**config.mk**
```make
export PLATFORM = sky130hd
export DESIGN_NAME = fetch_prefetch_queue
export DESIGN_NICKNAME = d
export VERILOG_FILES = /design/src/rtl/fewcore_pkg.sv /design/src/rtl/fetch_prefetch_queue_sync_fifo.sv /design/src/rtl/fetch_prefetch_queue.sv
export SDC_FILE = /design/constraint.sdc
export NUM_CORES = 1
export LEC_CHECK = 0
export ABC_AREA = 1
export BUFFER_PORTS_ARGS = -buffer_cell sky130_fd_sc_hd__buf_2
export CAP_MARGIN = 10
export CORE_ASPECT_RATIO = 0.9
export CORE_UTILIZATION = 45
export DETAILED_ROUTE_END_ITERATION = 10
export GPL_TIMING_DRIVEN = 0
export SYNTH_ARGS = -nofsm -noshare
export SYNTH_HDL_FRONTEND = slang
export SYNTH_SLANG_ARGS = --single-unit
```
**constraint.sdc**
```tcl
create_clock -name clk -period 2.87 [get_ports clk]
set_input_delay 0.861 -clock clk [delete_from_list [all_inputs] [get_ports clk]]
set_output_delay 0.861 -clock clk [all_outputs]
set_load 0.02 [all_outputs]
```
**src/rtl/fewcore_pkg.sv**
```systemverilog
// Shared definitions for the fewcore front end: data widths, PC step,
// default reset PC and the instruction-queue entry layout.
package fewcore_pkg;

    localparam int XLEN   = 32;
    localparam int INST_W = 32;

    localparam logic [XLEN-1:0] PC_STEP          = 32'd4;
    localparam logic [XLEN-1:0] RESET_PC_DEFAULT = 32'h0000_0000;

    // One instruction-queue slot: the fetched word tagged with its address
    typedef struct packed {
        logic [XLEN-1:0]   pc;
        logic [INST_W-1:0] word;
    } iq_entry_t;

    // Instruction addresses are always word aligned; low two bits are dropped
    function automatic logic [XLEN-1:0] align_pc(input logic [XLEN-1:0] addr);
        return addr & ~(XLEN'(3));
    endfunction

endpackage

```
**src/rtl/fetch_prefetch_queue_sync_fifo.sv**
```systemverilog
// Small circular FIFO with registered storage, synchronous clear and an
// occupancy count. The head word is a plain read of the storage register, so
// it is stable while nothing is popped.
module sync_fifo #(
    parameter int  WIDTH = 32,
    parameter int  DEPTH = 4,
    localparam int AW    = (DEPTH > 1) ? $clog2(DEPTH) : 1,
    localparam int CW    = $clog2(DEPTH + 1)
) (
    input  logic             clk,
    input  logic             reset,
    input  logic             clear,
    input  logic             push,
    input  logic [WIDTH-1:0] din,
    input  logic             pop,
    output logic [WIDTH-1:0] dout,
    output logic             full,
    output logic             empty,
    output logic [CW-1:0]    count
);

    logic [WIDTH-1:0] mem [DEPTH];
    logic [AW-1:0]    wr_ptr;
    logic [AW-1:0]    rd_ptr;
    logic             push_ok;
    logic             pop_ok;

    // Pointer advance with explicit wrap so any depth works
    function automatic logic [AW-1:0] ptr_inc(input logic [AW-1:0] p);
        return (p == AW'(DEPTH - 1)) ? '0 : p + AW'(1);
    endfunction

    // Status flags and qualified push/pop; clear overrides both
    always_comb begin
        full    = (count == CW'(DEPTH));
        empty   = (count == '0);
        pop_ok  = pop && !clear && !empty;
        push_ok = push && !clear && (!full || pop_ok);
        dout    = mem[rd_ptr];
    end

    // Pointer and occupancy bookkeeping
    always_ff @(posedge clk or negedge reset) begin
        if (!reset) begin
            wr_ptr <= '0;
            rd_ptr <= '0;
            count  <= '0;
        end else if (clear) begin
            wr_ptr <= '0;
            rd_ptr <= '0;
            count  <= '0;
        end else begin
            if (push_ok) begin
                wr_ptr <= ptr_inc(wr_ptr);
            end
            if (pop_ok) begin
                rd_ptr <= ptr_inc(rd_ptr);
            end
            if (push_ok && !pop_ok) begin
                count <= count + CW'(1);
            end else if (pop_ok && !push_ok) begin
                count <= count - CW'(1);
            end
        end
    end

    // Storage; cleared on reset so the head reads as zero out of reset
    always_ff @(posedge clk or negedge reset) begin
        if (!reset) begin
            for (int i = 0; i < DEPTH; i++) begin
                mem[i] <= '0;
            end
        end else if (push_ok) begin
            mem[wr_ptr] <= din;
        end
    end

endmodule

```
**src/rtl/fetch_prefetch_queue.sv**
```systemverilog
// Instruction prefetch buffer. Issues sequential word reads to instruction
// memory under a credit limit, queues returned words with their PCs and hands
// them to fetch over valid/ready. A redirect from execute flushes the queue,
// retargets the fetch PC and marks every read still in flight as stale.
module fetch_prefetch_queue
    import fewcore_pkg::*;
#(
    parameter int              DEPTH    = 4,
    parameter int              MAX_OUT  = 2,
    parameter logic [XLEN-1:0] RESET_PC = RESET_PC_DEFAULT
) (
    input  logic              clk,
    input  logic              reset,
    output logic              imem_req,
    output logic [XLEN-1:0]   imem_addr,
    input  logic              imem_gnt,
    input  logic              imem_rvalid,
    input  logic [INST_W-1:0] imem_rdata,
    output logic              inst_valid,
    output logic [INST_W-1:0] inst,
    output logic [XLEN-1:0]   inst_pc,
    input  logic              inst_ready,
    input  logic              originPc,
    input  logic [XLEN-1:0]   pcBranch
);

    localparam int CW = $clog2(DEPTH + 1);
    localparam int OW = $clog2(MAX_OUT + 1);

    logic [XLEN-1:0] next_pc;
    logic [OW-1:0]   outstanding;
    logic [OW-1:0]   discard;

    // Instruction queue signals
    iq_entry_t       iq_din;
    iq_entry_t       iq_dout;
    logic [CW-1:0]   iq_count;
    logic            iq_full;
    logic            iq_empty;

    // In-flight PC FIFO signals
    logic [XLEN-1:0] pc_head;
    logic [OW-1:0]   pc_count;
    logic            pc_full;
    logic            pc_empty;

    logic [CW:0]     in_use;
    logic            has_credit;
    logic            below_max;
    logic            grant;
    logic            keep;
    logic            deq;

    // Issue and handshake decode. A slot is committed to a read as soon as it
    // is granted, so queued plus in-flight never exceeds the queue depth.
    always_comb begin
        in_use     = (CW + 1)'(iq_count) + (CW + 1)'(outstanding);
        has_credit = in_use < (CW + 1)'(DEPTH);
        below_max  = outstanding < OW'(MAX_OUT);
        imem_req   = reset && !originPc && has_credit && below_max;
        imem_addr  = next_pc;
        grant      = imem_req && imem_gnt;
        keep       = imem_rvalid && !originPc && (discard == '0);
        inst_valid = !iq_empty && !originPc;
        deq        = inst_valid && inst_ready;
        iq_din     = '{pc: pc_head, word: imem_rdata};
        inst       = iq_dout.word;
        inst_pc    = iq_dout.pc;
    end

    // Fetch PC: jump to the aligned target on redirect, else step per grant
    always_ff @(posedge clk or negedge reset) begin
        if (!reset) begin
            next_pc <= RESET_PC;
        end else if (originPc) begin
            next_pc <= align_pc(pcBranch);
        end else if (grant) begin
            next_pc <= next_pc + PC_STEP;
        end
    end

    // Reads granted but not yet answered, stale ones included
    always_ff @(posedge clk or negedge reset) begin
        if (!reset) begin
            outstanding <= '0;
        end else if (grant && !imem_rvalid) begin
            outstanding <= outstanding + OW'(1);
        end else if (imem_rvalid && !grant) begin
            outstanding <= outstanding - OW'(1);
        end
    end

    // Stale responses still to drop. On redirect every read that is still in
    // flight after this cycle becomes stale; any response arriving in the
    // redirect cycle itself is dropped directly.
    always_ff @(posedge clk or negedge reset) begin
        if (!reset) begin
            discard <= '0;
        end else if (originPc) begin
            discard <= outstanding - OW'(imem_rvalid);
        end else if (imem_rvalid && (discard != '0)) begin
            discard <= discard - OW'(1);
        end
    end

    // Decoded instruction queue holding {pc, word}
    sync_fifo #(
        .WIDTH ($bits(iq_entry_t)),
        .DEPTH (DEPTH)
    ) u_inst_queue (
        .clk   (clk),
        .reset (reset),
        .clear (originPc),
        .push  (keep),
        .din   (iq_din),
        .pop   (deq),
        .dout  (iq_dout),
        .full  (iq_full),
        .empty (iq_empty),
        .count (iq_count)
    );

    // Addresses of live in-flight reads, consumed in response order
    sync_fifo #(
        .WIDTH (XLEN),
        .DEPTH (MAX_OUT)
    ) u_pc_fifo (
        .clk   (clk),
        .reset (reset),
        .clear (originPc),
        .push  (grant),
        .din   (next_pc),
        .pop   (keep),
        .dout  (pc_head),
        .full  (pc_full),
        .empty (pc_empty),
        .count (pc_count)
    );

    // Protocol sanity checks; ignored by synthesis
    always @(posedge clk) begin
        if (reset) begin
            assert (!(keep && iq_full));
            assert (!(keep && pc_empty));
            assert (!(grant && pc_full));
            assert (!(imem_rvalid && (outstanding == '0)));
            assert (pc_count <= outstanding);
        end
    end

endmodule

```
==> results.md, run 1 <==
- Most frequent cell after synthesis: nand2_1
- Root Driver: clkbuf_16
- Critical path cell sequence: buf_6, inv_8, clkbuf_16, clkbuf_16, nor2_1, o22ai_2, buf_6
- Worst vdd ir: 0.000448 V
- Final ANT Viol Nets: 0
- Combinational power share: 33.4%
- Largest delay contributor family on the critical path: buffers and inverters
- I/O Buffers: 161
- Total power: approximately 18 mW
- Clock latency on the worst-skew pair: 0.55 ns
- Final worst setup slack: 0.0275 ns
- Share of cells above drive strength 1: 16.6%
- Run status: completed
- Placer Congestion: 0.915
- Post-route non-filler standard cell count: between 2k and 3k
- Die width: roughly 200 µm
- Final #Nets: 2188
- Peak Freq: 0.352 GHz
- Antenna violations before repair: 0
- Post-synth top cells: 498 x nand2_1, 371 x o21ai_0, 353 x dfrtp_1
- Core Area: 35200 µm²
- Startpoint Class: flip-flop
- Post-DR wirelength/cell: 18.4 µm
- Setup WS pre-CTS: -0.777 ns
- Hold/Removal Path Class: in -> async
- Async S/R FF share, synth: 100%
- Drt via density: about 5.4
- Synth unique cells: 33
- CTS Buffer Depth: 3
- NetSw: 6.50 mW
- Drt drc: 0
- TritonCTS Buffers: 39
- H-tree levels: 2
- Via count: 14.2k
- Placed cells: around 2.5k
- Worst-Margin Slew: 0.819 ns
- Final core occ: 55.2%
- CP peak stage delay: 0.40 ns
- CTS clk-pin slew, worst paths: 0.06 ns
- Clock share of power: 28.2%
- Die Y: 182 µm
- Vias in the first global route: between 10k and 15k
- Setup TNS: 0 ns
- Leak Pwr: approximately 9 nW
- Total wire length: 48.0 mm
- Pwr dens: about 910 nW/µm²
- Syn-to-layout area delta: 20.3%
- Die Area: 36700 µm²
- Area of the mapped netlist: around 16000 µm²
- IO Count: 168
- Endpoints failing hold: 0
- Global-route wire length before repair: 76.2 mm
- Number of fill cells: 3282
- Pre-antenna DRT Iters: 5
- Seq pwr share: 38.5%
- Worst setup path category: reg -> out
- Syn avg cell area: 8.53 µm²
- Worst Path Arrival: 1.98 ns
- Switching share of total power: a little over a third
- Antenna fix cells: 0
- Clock Skews: 0.0269 ns
- CP Capture Type: output pin
- Total clock sinks: 353
- Power Internal: between 10 and 15 mW
- Synth Flop Type: dfrtp_1
- Area of placed instances: 17700 µm²
- Seq cells post-synth: between 300 and 400
- Post-DP HPWL: 31.8 mm
- Hold WS: 0.154 ns
- CP Max Fanout: 10
- Sequential fraction of the synthesis area: 54.6%
- Yosys warns: 0
- Crit path max-delay cell type: dfrtp_2
- Finished Cell Area: 19400 µm²
- Share of the synthesized area in the top cell type: ~55%
- Initial detailed-routing violation count: 947
- Largest net degree at the start of global routing: 117
- CTS tree: built
- Fin crit period: 2.84 ns
- Cell taking the most area after synthesis: dfrtp_1
- Gr usage total: about a quarter
- Finish-stage setup viols: 0
- Starting Density: around 46%
- RSZ-0062 raised after global routing: yes
- Number of flops mapped to enable cells by yosys: 0
- Top cells by area, synth: dfrtp_1 55%, nand2_1 12%, o21ai_0 11%
- Grt ovf: 0
- # rows: 65
- Crit path required time: roughly 2 ns
- Fin. max-slew vios: 0
- Cells after synthesis: 1895
- Rel. slew slack: 43.9%
- Fin crit share: about 100%
- Max-cap violation count: 0
- CP Buf/Inv Count: 5
## cells in the final DEF, fill, tap and decap left out, types with 4 or more instances in the layout
master,netlist,final
nand2_1,498,498
o21ai_0,371,362
dfrtp_1,353,352
nor2_1,174,170
buf_2,7,153
inv_1,89,88
o21ai_1,75,84
clkbuf_1,79,49
o22ai_1,62,46
nand3_1,44,44
clkbuf_16,0,44
buf_6,28,42
mux2i_1,30,30
buf_4,4,17
o22ai_2,0,16
xor2_1,13,13
clkbuf_4,0,12
clkbuf_8,0,11
clkbuf_2,0,10
o211ai_1,10,10
ha_1,9,9
nand3_2,6,6
nor2_2,2,6
a21oi_1,6,6
o21ai_2,6,6
nand4_1,5,5
clkinv_2,0,5
conb_1,1,4
## state kept, by name, summed over array words and instances, names as in the netlist
| signal | count |
|---|---|
| imem_addr | 30 |
| u_inst_queue.rd_ptr | 2 |
| u_pc_fifo.wr_ptr | 1 |
| discard | 2 |
| u_pc_fifo.rd_ptr | 1 |
| u_inst_queue.count | 3 |
| outstanding | 2 |
| u_inst_queue.wr_ptr | 2 |
| u_pc_fifo.count | 2 |
| u_pc_fifo.mem | 60 |
| u_inst_queue.mem | 248 |
## final timing paths
| path | start | slack, ns | to | cells past startpoint |
|---|---|---|---|---|
| worst max register to register | outstanding[1] | 0.37 | outstanding[1] | 9 |
| max in group asynchronous | reset | 1.36 | u_inst_queue.mem[169] | 3 |
| worst min-delay path | reset | 0.15 | u_inst_queue.mem[4] | 1 |
| worst max-delay path | u_inst_queue.rd_ptr[0] | 0.03 | inst_pc[19] | 7 |
| worst min register to register | u_inst_queue.mem[69] | 0.48 | u_inst_queue.mem[69] | 2 |
| min in group clk | u_inst_queue.mem[69] | 0.48 | u_inst_queue.mem[69] | 2 |
## final cells by class
cell class / instances / area [µm²] / area share (%)
Buffer: 118 / 882 / 4.54
Clock buffer: 57 / 1110 / 5.73
Clock inverter: 12 / 149 / 0.766
Inverter: 93 / 360 / 1.85
Multi-Input combinational cell: 1331 / 6430 / 33.0
Sequential cell: 353 / 8830 / 45.4
Tap cell: 469 / 587 / 3.02
Timing Repair Buffer: 171 / 1090 / 5.60
Timing Repair inverter: 1 / 6.26 / 0.0322
## power by group through the flow
stage,combinational (mW),sequential (mW),clock [mW]
finish,5.93,6.84,5.01
global route,6.57,6.98,5.29
CTS,5.91,6.81,5.08
detailed placement,5.43,6.89,0
global placement,5.34,6.86,0
floorplan,3.53,6.80,0
## cell families (layout without fill, tap and decap cells)
logic type / count (synthesis) / after routing / share of synthesized area (%)
AOI/OAI and AO/OA: 533 / 533 / 17.3
muxes: 30 / 30 / 1.86
buffers and inverters: 214 / 452 / 6.41
adders and majority gates: 10 / 10 / 0.820
DFF: 353 / 353 / 54.6
other: 1 / 4 / 0.0232
and+or+nand+nor: 738 / 738 / 18.1
xor gates and xnor gates: 16 / 16 / 0.867
## metal layers
| metal | global-route usage (%) | part of all wire (%) | wire length (µm) |
|---|---|---|---|
| met3 | 3.55 | 5.6 | 2670 |
| met1 | 37.2 | 46 | 21900 |
| met5 | 0 | 0 | 0 |
| met2 | 41.9 | 46 | 22200 |
| met4 | 7.67 | 2.5 | 1180 |
## timing repair
action	CTS	global route
cloned	2	1
hold buffers	0	0
gates resized for setup	127	30
pin swaps	15	2
buffers inserted	5	0
setup endpoints to repair	66	33
endpoints found under the hold margin	0	0
Power figures use the tool's default switching activity.
==> run 2: changes to the inputs <==
- CORE_UTILIZATION: 45 -> 40
==> run 2 against run 1 <==
  * Design area rose by 0.71%
  * Clock-buffer cell count rose by 3
  * Clock power fell by 5.8%
  * Global-route usage fell by 2.1 points
  * Critical path depth fell by 1
  * Worst hold slack improved by 0.037 ns
  * First-iteration DRC count rose by 20%
==> results.md, run 2 (synthesis results as in run 1) <==
- Global-route wire length before repair: roughly 80 mm
- Post-DR wirelength/cell: roughly 19 µm
- Most frequent cells in the layout: 498 x nand2_1, 369 x o21ai_0, 351 x dfrtp_1
- Die Area: slightly above 40000 µm²
- Peak Freq: 0.350 GHz
- Pre-antenna DRT Iters: 5
- Combinational power share: 34.5%
- Fin crit share: 99.4%
- Root Driver: clkbuf_16
- Switching share of total power: a little under two fifths
- Worst-Margin Slew: 0.900 ns
- Total wire length: 49.5 mm
- Fin crit period: roughly 2.9 ns
- Antenna violations before repair: 0
- Vias in the first global route: 13.9k
- Clock latency on the worst-skew pair: approximately 0.54 ns
- Core Area: between 30000 and 40000 µm²
- Die width: 214 µm
- Post-route non-filler standard cell count: roughly 2.7k
- CP Max Fanout: 10
- Share of cells above drive strength 1: 16.9%
- Total clock sinks: 353
- Worst setup path category: reg -> out
- Register name with the most flops: u_inst_queue.mem
- Grt ovf: 0
- TritonCTS Buffers: 38
- CTS clk-pin slew, worst paths: 0.06 ns
- IO Count: 168
- Finish-stage setup viols: 0
- NetSw: 6.54 mW
- Startpoint Class: flip-flop
- Clock share of power: 26.7%
- Syn-to-layout area delta: 21.1%
- CP Capture Type: output pin
- Rel. slew slack: between 30% and 40%
- Post-DP HPWL: 32.7 mm
- Max-cap violation count: 0
- Hold/Removal Path Class: in -> async
- Worst vdd ir: 0.000476 V
- Most common cell after layout, fill and taps aside: nand2_1
- H-tree levels: 2
- Pwr dens: between 900 and 1000 nW/µm²
- Largest net degree at the start of global routing: 98
- Endpoints failing hold: 0
- Initial detailed-routing violation count: 1135
- Power Internal: between 10 and 15 mW
- Placer Congestion: between 0.9 and 1
- # rows: 69
- Drt via density: 5.34
- Run status: completed
- Fin. max-slew vios: 0
- Hold WS: 0.191 ns
- Drt drc: 0
- Antenna fix cells: 0
- CTS tree: built
- Seq pwr share: 38.8%
- Worst Path Arrival: between 1.5 and 2 ns
- CTS Buffer Depth: 3
- Starting Density: 40.8%
- Die Y: a little under 200 µm
- Final core occ: 49.4%
- Max reg flops: 248
- Leak Pwr: 9.29 nW
- Setup TNS: 0 ns
- Gr usage total: about 24%
- Placed cells: about 2.6k
- Worst R2R Setup Slack: 0.51 ns
- I/O Buffers: 161
- Worst r2r path cells: 7
- Via count: about 14k
- Clock Skews: approximately 0.015 ns
- Final ANT Viol Nets: 0
- Final #Nets: 2192
- Crit path required time: 2.01 ns
run 2: changes by cell type in the layout (fill, tap and decap cells not counted), sizes merged:
cell / delta
bufinv: -3
bufbuf: +1
buf: +5
inv: -2
clkinv: -4
clkbuf: +2
clkinvlp: -1
run 2: timing repair:
item / in CTS / in global routing
pin swaps: 11 / 3
endpoints found under the setup margin: 71 / 50
endpoints found under the hold margin: 0 / 0
gates resized for setup: 120 / 57
cloned: 3 / 1
hold buffers: 0 / 0
buffers inserted: 6 / 2
run 2: through the flow:
step / cell area, µm² / setup slack (ns) / total power, mW
6_report: 19600 / 0.0164 / 17.7
5_1_grt: 19600 / -0.00311 / 18.7
4_1_cts: 19400 / -0.00704 / 17.6
2_1_floorplan: 16200 / 0.372 / 10.3
3_5_place_dp: 17700 / -1.18 / 12.4
3_3_place_gp: 17700 / -6.40 / 12.2
run 2: final timing paths:
kind                                        start               endpoint
max in group asynchronous                   reset  u_inst_queue.mem[235]
min                                         reset  u_inst_queue.mem[132]
max reg2reg                 u_inst_queue.count[1]    u_inst_queue.mem[6]
min in group clk            u_inst_queue.mem[139]  u_inst_queue.mem[139]
max                        u_inst_queue.rd_ptr[0]               inst[17]
min reg2reg                 u_inst_queue.mem[139]  u_inst_queue.mem[139]
run 2: critical path, stage by stage, from the launching register on:
cell and delay [ns]:
dfrtp_2 0.35, buf_4 0.18, clkbuf_8 0.21, clkbuf_4 0.23, nor2_1 0.06, o22ai_1 0.22, buf_4 0.20
run 2: metal layers:
| layer | part of all wire (%) | vias up | GRT usage [%] |
|---|---|---|---|
| met3 | 6.2 | 76 | 3.69 |
| met2 | 46 | 507 | 39.1 |
| met4 | 2.2 | 0 | 6.95 |
| met1 | 45 | 6954 | 33.4 |
| li1 | - | 6702 | - |
| met5 | 0 | - | 0 |
run 2: power groups by stage:
stage	clock (mW)	combinational [mW]	sequential [mW]
floorplan	0	3.53	6.80
global placement	0	5.37	6.87
detailed placement	0	5.49	6.89
CTS	4.79	5.96	6.82
global route	5.01	6.74	6.98
finish	4.72	6.10	6.85
run 2: layout make-up:
| class | instances | area [µm²] |
|---|---|---|
| Fill cell | 3786 | 20000 |
| Sequential cell | 353 | 8840 |
| Multi-Input combinational cell | 1331 | 6470 |
| Timing Repair Buffer | 175 | 1160 |
| Clock buffer | 60 | 1150 |
| Buffer | 119 | 915 |
| Tap cell | 532 | 666 |
| Inverter | 93 | 360 |
| Clock inverter | 2 | 13.8 |
| Timing Repair inverter | 1 | 6.26 |
